## src/rtl/task_11_pkg.sv

```systemverilog
// Shared types and constants for the task-11 output stage.
package task_11_pkg;

  localparam int unsigned DEF_DATA_WIDTH  = 8;
  localparam int unsigned OUT_ENTRY_WIDTH = DEF_DATA_WIDTH + 1;

  typedef enum logic [2:0] {
    S_IDLE,
    S_RUN,
    S_TRAILER,
    S_DRAIN,
    S_DONE
  } task_11_out_enum;

  // FIFO entry is {last, data}
  function automatic int unsigned entry_width(input int unsigned data_width);
    return data_width + 1;
  endfunction

endpackage

```

## src/rtl/task_11_out_if.sv

```systemverilog
// Byte stream with tlast and valid/ready handshake leaving the task-11 output stage.
interface task_11_out_if
  import task_11_pkg::*;
#(
  parameter int unsigned DATA_WIDTH = DEF_DATA_WIDTH
);
  logic [DATA_WIDTH-1:0] o_tdata;
  logic                  o_tdata_valid;
  logic                  o_tdata_last;
  logic                  i_tready;

  modport master (output o_tdata, o_tdata_valid, o_tdata_last, input  i_tready);
  modport slave  (input  o_tdata, o_tdata_valid, o_tdata_last, output i_tready);
endinterface

```

## src/rtl/task_11_out_fifo.sv

```systemverilog
// Show-ahead synchronous FIFO; head entry visible on dout while not empty.
module task_11_out_fifo
  import task_11_pkg::*;
#(
  parameter int unsigned WIDTH = OUT_ENTRY_WIDTH,
  parameter int unsigned DEPTH = 16
) (
  input  logic             i_clk,
  input  logic             i_rst,
  input  logic             push,
  input  logic             pop,
  input  logic [WIDTH-1:0] din,
  output logic [WIDTH-1:0] dout,
  output logic             full,
  output logic             empty
);
  localparam int unsigned AW = $clog2(DEPTH);

  logic [WIDTH-1:0] mem [DEPTH];
  logic [AW:0]      wr_ptr;
  logic [AW:0]      rd_ptr;
  logic             do_push;
  logic             do_pop;

  assign empty   = (wr_ptr == rd_ptr);
  assign full    = (wr_ptr[AW] != rd_ptr[AW]) && (wr_ptr[AW-1:0] == rd_ptr[AW-1:0]);
  assign do_pop  = pop & ~empty;
  // a pop in the same cycle frees the slot, so a push into a full FIFO still lands
  assign do_push = push & (~full | do_pop);
  assign dout    = mem[rd_ptr[AW-1:0]];

  always_ff @(posedge i_clk or posedge i_rst) begin
    if (i_rst) begin
      wr_ptr <= '0;
      rd_ptr <= '0;
    end else begin
      if (do_push) wr_ptr <= wr_ptr + 1'b1;
      if (do_pop)  rd_ptr <= rd_ptr + 1'b1;
    end
  end

  always_ff @(posedge i_clk) begin
    if (do_push) mem[wr_ptr[AW-1:0]] <= din;
  end

endmodule

```

## src/rtl/task_11_out.sv

```systemverilog
// Two-phase counter/latch emulation driven by loader clock patterns; captures
// latch values into a byte stream and signals when each burst has drained.
module task_11_out
  import task_11_pkg::*;
#(
  parameter int unsigned DATA_WIDTH = DEF_DATA_WIDTH,
  parameter int unsigned OUT_DEPTH  = 16
) (
  input  logic               i_clk,
  input  logic               i_rst,
  input  logic               i_clk_1,
  input  logic               i_clk_2,
  input  logic               i_clk_sampl,
  input  logic               i_enb,
  task_11_out_if.master      out_if,
  output logic               o_output_last,
  output logic               o_overflow
);
  localparam int unsigned EW = entry_width(DATA_WIDTH);

  task_11_out_enum       state, state_d;
  logic [DATA_WIDTH-1:0] a_q, a_d, b_q, b_d;
  logic [DATA_WIDTH-1:0] a_base, b_base, b_new;
  logic                  p1_q, p1_d, p2_q, p2_d, ps_q, ps_d;
  logic                  first, sample, rise1, rise2, rises;
  logic                  ovf_set;
  logic                  push, pop, can_push, full, empty;
  logic [EW-1:0]         din, dout;

  task_11_out_fifo #(
    .WIDTH (EW),
    .DEPTH (OUT_DEPTH)
  ) u_fifo (
    .i_clk (i_clk),
    .i_rst (i_rst),
    .push  (push),
    .pop   (pop),
    .din   (din),
    .dout  (dout),
    .full  (full),
    .empty (empty)
  );

  assign out_if.o_tdata_valid = ~empty;
  assign out_if.o_tdata       = empty ? '0 : dout[DATA_WIDTH-1:0];
  assign out_if.o_tdata_last  = ~empty & dout[DATA_WIDTH];
  assign pop                  = ~empty & out_if.i_tready;
  assign can_push             = ~full | pop;
  assign o_output_last        = (state == S_DONE);

  // The first sample of a burst sees cleared A/B/previous bits without an extra idle cycle
  assign first  = (state == S_IDLE);
  assign sample = i_enb & ((state == S_IDLE) | (state == S_RUN));
  assign a_base = first ? '0 : a_q;
  assign b_base = first ? '0 : b_q;
  assign rise1  = i_clk_1     & ~(p1_q & ~first);
  assign rise2  = i_clk_2     & ~(p2_q & ~first);
  assign rises  = i_clk_sampl & ~(ps_q & ~first);
  assign b_new  = rise2 ? a_base : b_base;

  always_comb begin
    state_d = state;
    a_d     = a_q;
    b_d     = b_q;
    p1_d    = p1_q;
    p2_d    = p2_q;
    ps_d    = ps_q;
    push    = 1'b0;
    din     = '0;
    ovf_set = 1'b0;

    if (sample) begin
      a_d  = a_base + DATA_WIDTH'(rise1);
      b_d  = b_new;
      p1_d = i_clk_1;
      p2_d = i_clk_2;
      ps_d = i_clk_sampl;
      if (rises) begin
        if (can_push) begin
          push = 1'b1;
          din  = {1'b0, b_new};
        end else begin
          ovf_set = 1'b1;
        end
      end
    end else if (i_enb) begin
      ovf_set = 1'b1;
    end

    case (state)
      S_IDLE:    if (i_enb) state_d = S_RUN;
      S_RUN:     if (!i_enb) state_d = S_TRAILER;
      S_TRAILER: begin
        if (can_push) begin
          push    = 1'b1;
          din     = {1'b1, a_q};
          state_d = S_DRAIN;
        end
      end
      S_DRAIN:   if (pop && dout[DATA_WIDTH]) state_d = S_DONE;
      S_DONE:    state_d = S_IDLE;
      default:   state_d = S_IDLE;
    endcase
  end

  always_ff @(posedge i_clk or posedge i_rst) begin
    if (i_rst) begin
      state      <= S_IDLE;
      a_q        <= '0;
      b_q        <= '0;
      p1_q       <= 1'b0;
      p2_q       <= 1'b0;
      ps_q       <= 1'b0;
      o_overflow <= 1'b0;
    end else begin
      state      <= state_d;
      a_q        <= a_d;
      b_q        <= b_d;
      p1_q       <= p1_d;
      p2_q       <= p2_d;
      ps_q       <= ps_d;
      o_overflow <= o_overflow | ovf_set;
    end
  end

endmodule

```

## src/flat_wrapper.sv

```systemverilog
// flat-port wrapper written by rule: the top's interface ports become plain ports
module task_11_out_flat import task_11_pkg::*;
#(
  parameter int unsigned DATA_WIDTH = DEF_DATA_WIDTH,
  parameter int unsigned OUT_DEPTH  = 16
)
  (i_clk, i_rst, i_clk_1, i_clk_2, i_clk_sampl, i_enb, o_output_last, o_overflow, out_if_o_tdata, out_if_o_tdata_valid, out_if_o_tdata_last, out_if_i_tready);
  task_11_out_if #(.DATA_WIDTH(DATA_WIDTH)) out_if_i ();
  input  logic i_clk;
  input  logic i_rst;
  input  logic i_clk_1;
  input  logic i_clk_2;
  input  logic i_clk_sampl;
  input  logic i_enb;
  output logic o_output_last;
  output logic o_overflow;
  output wire logic [$bits(out_if_i.o_tdata)-1:0] out_if_o_tdata;
  output wire logic [$bits(out_if_i.o_tdata_valid)-1:0] out_if_o_tdata_valid;
  output wire logic [$bits(out_if_i.o_tdata_last)-1:0] out_if_o_tdata_last;
  input wire logic [$bits(out_if_i.i_tready)-1:0] out_if_i_tready;
  assign out_if_o_tdata = out_if_i.o_tdata;
  assign out_if_o_tdata_valid = out_if_i.o_tdata_valid;
  assign out_if_o_tdata_last = out_if_i.o_tdata_last;
  assign out_if_i.i_tready = out_if_i_tready;
  task_11_out #(.DATA_WIDTH(DATA_WIDTH), .OUT_DEPTH(OUT_DEPTH)) u_core (.i_clk(i_clk), .i_rst(i_rst), .i_clk_1(i_clk_1), .i_clk_2(i_clk_2), .i_clk_sampl(i_clk_sampl), .i_enb(i_enb), .out_if(out_if_i), .o_output_last(o_output_last), .o_overflow(o_overflow));
endmodule
```

## config.mk

```make
export PLATFORM = sky130hd
export DESIGN_NAME = task_11_out_flat
export DESIGN_NICKNAME = d
export VERILOG_FILES = /design/src/rtl/task_11_pkg.sv /design/src/rtl/task_11_out_if.sv /design/src/rtl/task_11_out_fifo.sv /design/src/rtl/task_11_out.sv /design/src/flat_wrapper.sv
export SDC_FILE = /design/constraint.sdc
export NUM_CORES = 1
export LEC_CHECK = 0
export CORE_MARGIN = 2
export CORE_UTILIZATION = 51
export DETAILED_ROUTE_END_ITERATION = 16
export DONT_BUFFER_PORTS = 1
export PLACE_DENSITY_LB_ADDON = 0.12
export SYNTH_ARGS = -nofsm -noshare
export SYNTH_HDL_FRONTEND = slang
export SYNTH_SLANG_ARGS = --single-unit
```

## constraint.sdc

```tcl
create_clock -name i_clk -period 3.57 [get_ports i_clk]
set_input_delay 0.5355 -clock i_clk [delete_from_list [all_inputs] [get_ports i_clk]]
set_output_delay 0.5355 -clock i_clk [all_outputs]
set_load 0.005 [all_outputs]
```

==> metrics.txt <==
YS warnings=0; total congestion overflow=0; Leak Pwr=2.98 nW; post-synthesis sequential area ratio=68.3%; Hold Crit Class=in2async; clock slew at reported path FFs=0.06 ns; post-route core utilization=57.6%; worst-case reg-to-reg path depth=4; die area=15,800 µm²; required time worst endpoint=3.03 ns; vias in the first global route=3,966; status=finished clean; IR drop worst, VDD=0.392 mV; RSZ-0062 raised after global routing=false; routed len/inst=23.4 µm; Max Cap Viol=0; DRT Wirelength=15.0 mm; Synth Cell Area=7540 µm²; H-tree levels=4; Worst EP arrival=2.51 ns; CTS Hold Bufs=0; core area=14,500 µm²; #FFs+latches synth=177; commonest non-fill, non-tap cell in the layout=edfxtp_1; drt drc=0; Worst-Margin Slew=0.791 ns; GRT Overall Usage=20.5%; Post-Synthesis Cells=431; die width=126 µm; FF-to-FF Start=u_core.state[1]; clock sinks=177; total clock buffers created by CTS=17; PostCTS Resize Cnt=0; worst skew pair latency=0.42 ns; vias per cell=5.88; post-route antenna net violation count=0; Rel. slew slack=47.2%; Post-layout nets=459; initial DRC count=369; Vias=3,776; Setup Crit Path Kind=reg2out; Worst path max stage delay=0.70 ns; initial antenna violation count=0; final hold violations=0; CTS tree=done; non-filler cells, final=642; placed cell count=610; Synth Area per Inst=17.5 µm²; first-pass GRT wire length=23.7 mm; Setup TNS Final=0 ns; Critical Path Start Type=flip-flop; r2r endpoint=u_core.u_fifo.mem[6][6]; # rows=44; post-synthesis cell type count=53; ys flop type=edfxtp_1; TritonRoute pass-1 iters=4; # Post-CTS Setup Buffers=0; Area growth syn-to-layout=10.7%; # diodes=0; Post-DP HPWL=10.2 mm; min cycle time layout=3.05 ns; ys async rst share=18.6%; CTS Root Cell=clkbuf_16; routability cong.=0.814; fmax=0.328 GHz; Worst R2R Setup Slack=0.74 ns; I/O Buffers=0; Starting Density=52.1%; Post-synth EDFFs=144; Power Density=816 nW/µm²; Crit Path Max Fanout=10; Final Slew Violations=0; CP endpoint kind=output port; Final Cycle Share=85.3%; Worst Skew=0.00724 ns; most frequent cells in the layout=edfxtp_1 (144), mux4_2 (41), dfrtp_1 (31); Critical-path top delay cell=and2_0; Synthesized Nets=445; fraction of layout cells with a size suffix above 1=21.6%; height of the die=126 µm; I/O Pins=19; Clock Path Buffers=2; crit-path cells=xor2_1, nor4_4, and2_0, nor2b_1; largest net degree at the start of global routing=23; final setup vio count=0
==> kinds of logic (layout without fill, tap and decap cells) <==
group,count (synthesis),count (layout),share of synthesized area (%)
flops,177,177,68.3
simple gates,91,91,6.82
compound gates,62,62,6.01
mux,49,49,13.8
buf+inv,32,59,2.34
xor+xnor,13,13,1.51
fa+ha+maj,7,7,1.16
==> worst max-delay path: cells and delay by family, from the launching register on <==
kind,cells,cell delay [ns]
simple gates,3,1.43
xor+xnor,1,0.20
flops,1,0.46
==> metal layers <==
metal	share of wire [%]	GRT usage, %	wire [µm]
met5	0	0	0
met2	51	32.5	7680
met1	44	29.2	6680
met3	4.1	4.84	614
met4	0.37	5.49	55
==> layout make-up <==
cell class	instances	area (µm²)
Sequential cell	177	5150
Tap cell	184	230
Inverter	10	37.5
Clock inverter	13	144
Clock buffer	19	433
Multi-Input combinational cell	222	2220
Fill cell	1115	6140
Timing Repair Buffer	17	128
==> synth_stat cells, types with 2 or more instances <==
| cell type | instances | share of area (%) |
|---|---|---|
| xnor2_1 | 3 | 0.35 |
| nand2_1 | 30 | 1.5 |
| buf_2 | 9 | 0.60 |
| and3_1 | 15 | 1.2 |
| o21ai_0 | 13 | 0.86 |
| nor2_1 | 8 | 0.40 |
| a211oi_1 | 6 | 0.60 |
| mux2i_1 | 3 | 0.40 |
| inv_1 | 10 | 0.50 |
| mux2_2 | 2 | 0.30 |
| a32o_1 | 2 | 0.27 |
| ha_1 | 7 | 1.2 |
| a21oi_1 | 9 | 0.60 |
| dfrtp_1 | 33 | 11 |
| mux4_1 | 2 | 0.70 |
| o31ai_1 | 2 | 0.20 |
| a22o_1 | 12 | 1.4 |
| nand3_1 | 4 | 0.27 |
| clkbuf_1 | 7 | 0.35 |
| mux4_2 | 41 | 12 |
| nor3_1 | 2 | 0.13 |
| nor2b_1 | 10 | 0.83 |
| a21boi_0 | 2 | 0.20 |
| nand2b_1 | 3 | 0.25 |
| buf_6 | 6 | 0.90 |
| edfxtp_1 | 144 | 57 |
| a31oi_1 | 4 | 0.33 |
| and2_1 | 7 | 0.58 |
| or3_1 | 2 | 0.17 |
| xor2_1 | 10 | 1.2 |
==> power by group <==
group	leakage [nW]	internal, mW	switching, mW
clock network	0.285	1.09	0.720
logic	0.931	0.981	1.22
registers	1.76	2.59	0.208
total	2.98	4.66	2.15
==> flip-flops by register name, indices dropped and copies added, names as in the netlist <==
register	count
u_core.u_fifo.rd_ptr	5
u_core.b_q	8
u_core.p1_q	1
u_core.ps_q	1
u_core.u_fifo.wr_ptr	5
u_core.p2_q	1
u_core.u_fifo.mem	144
u_core.a_q	8
u_core.state	3
u_core.o_overflow	1
==> worst max path at each step <==
| stage | startpoint | to | slack (ns) | cells past startpoint |
|---|---|---|---|---|
| floorplan | u_core.u_fifo.rd_ptr[0] | out_if_o_tdata[3] | 1.26 | 5 |
| global placement | i_enb | u_core.u_fifo.mem[4][5] | 0.88 | 4 |
| detailed placement | i_enb | u_core.u_fifo.mem[1][6] | 0.77 | 4 |
| CTS | u_core.u_fifo.rd_ptr[1] | out_if_o_tdata[2] | 0.44 | 4 |
| global route | u_core.u_fifo.rd_ptr[1] | out_if_o_tdata[3] | 0.35 | 4 |
| finish | u_core.u_fifo.rd_ptr[1] | out_if_o_tdata[5] | 0.52 | 4 |
==> metrics by stage <==
stage | power, mW | instance area, µm² | setup WS, ns | hold slack, ns
2_1_floorplan | 4.50 | 7540 | 1.26 | 0.441
3_3_place_gp | 5.04 | 7760 | 0.875 | 0.464
3_5_place_dp | 5.08 | 7760 | 0.773 | 0.476
4_1_cts | 6.90 | 8340 | 0.441 | 0.165
5_1_grt | 7.18 | 8340 | 0.353 | 0.214
6_report | 6.81 | 8340 | 0.523 | 0.156
No activity file was read; power rests on OpenSTA's default activity.
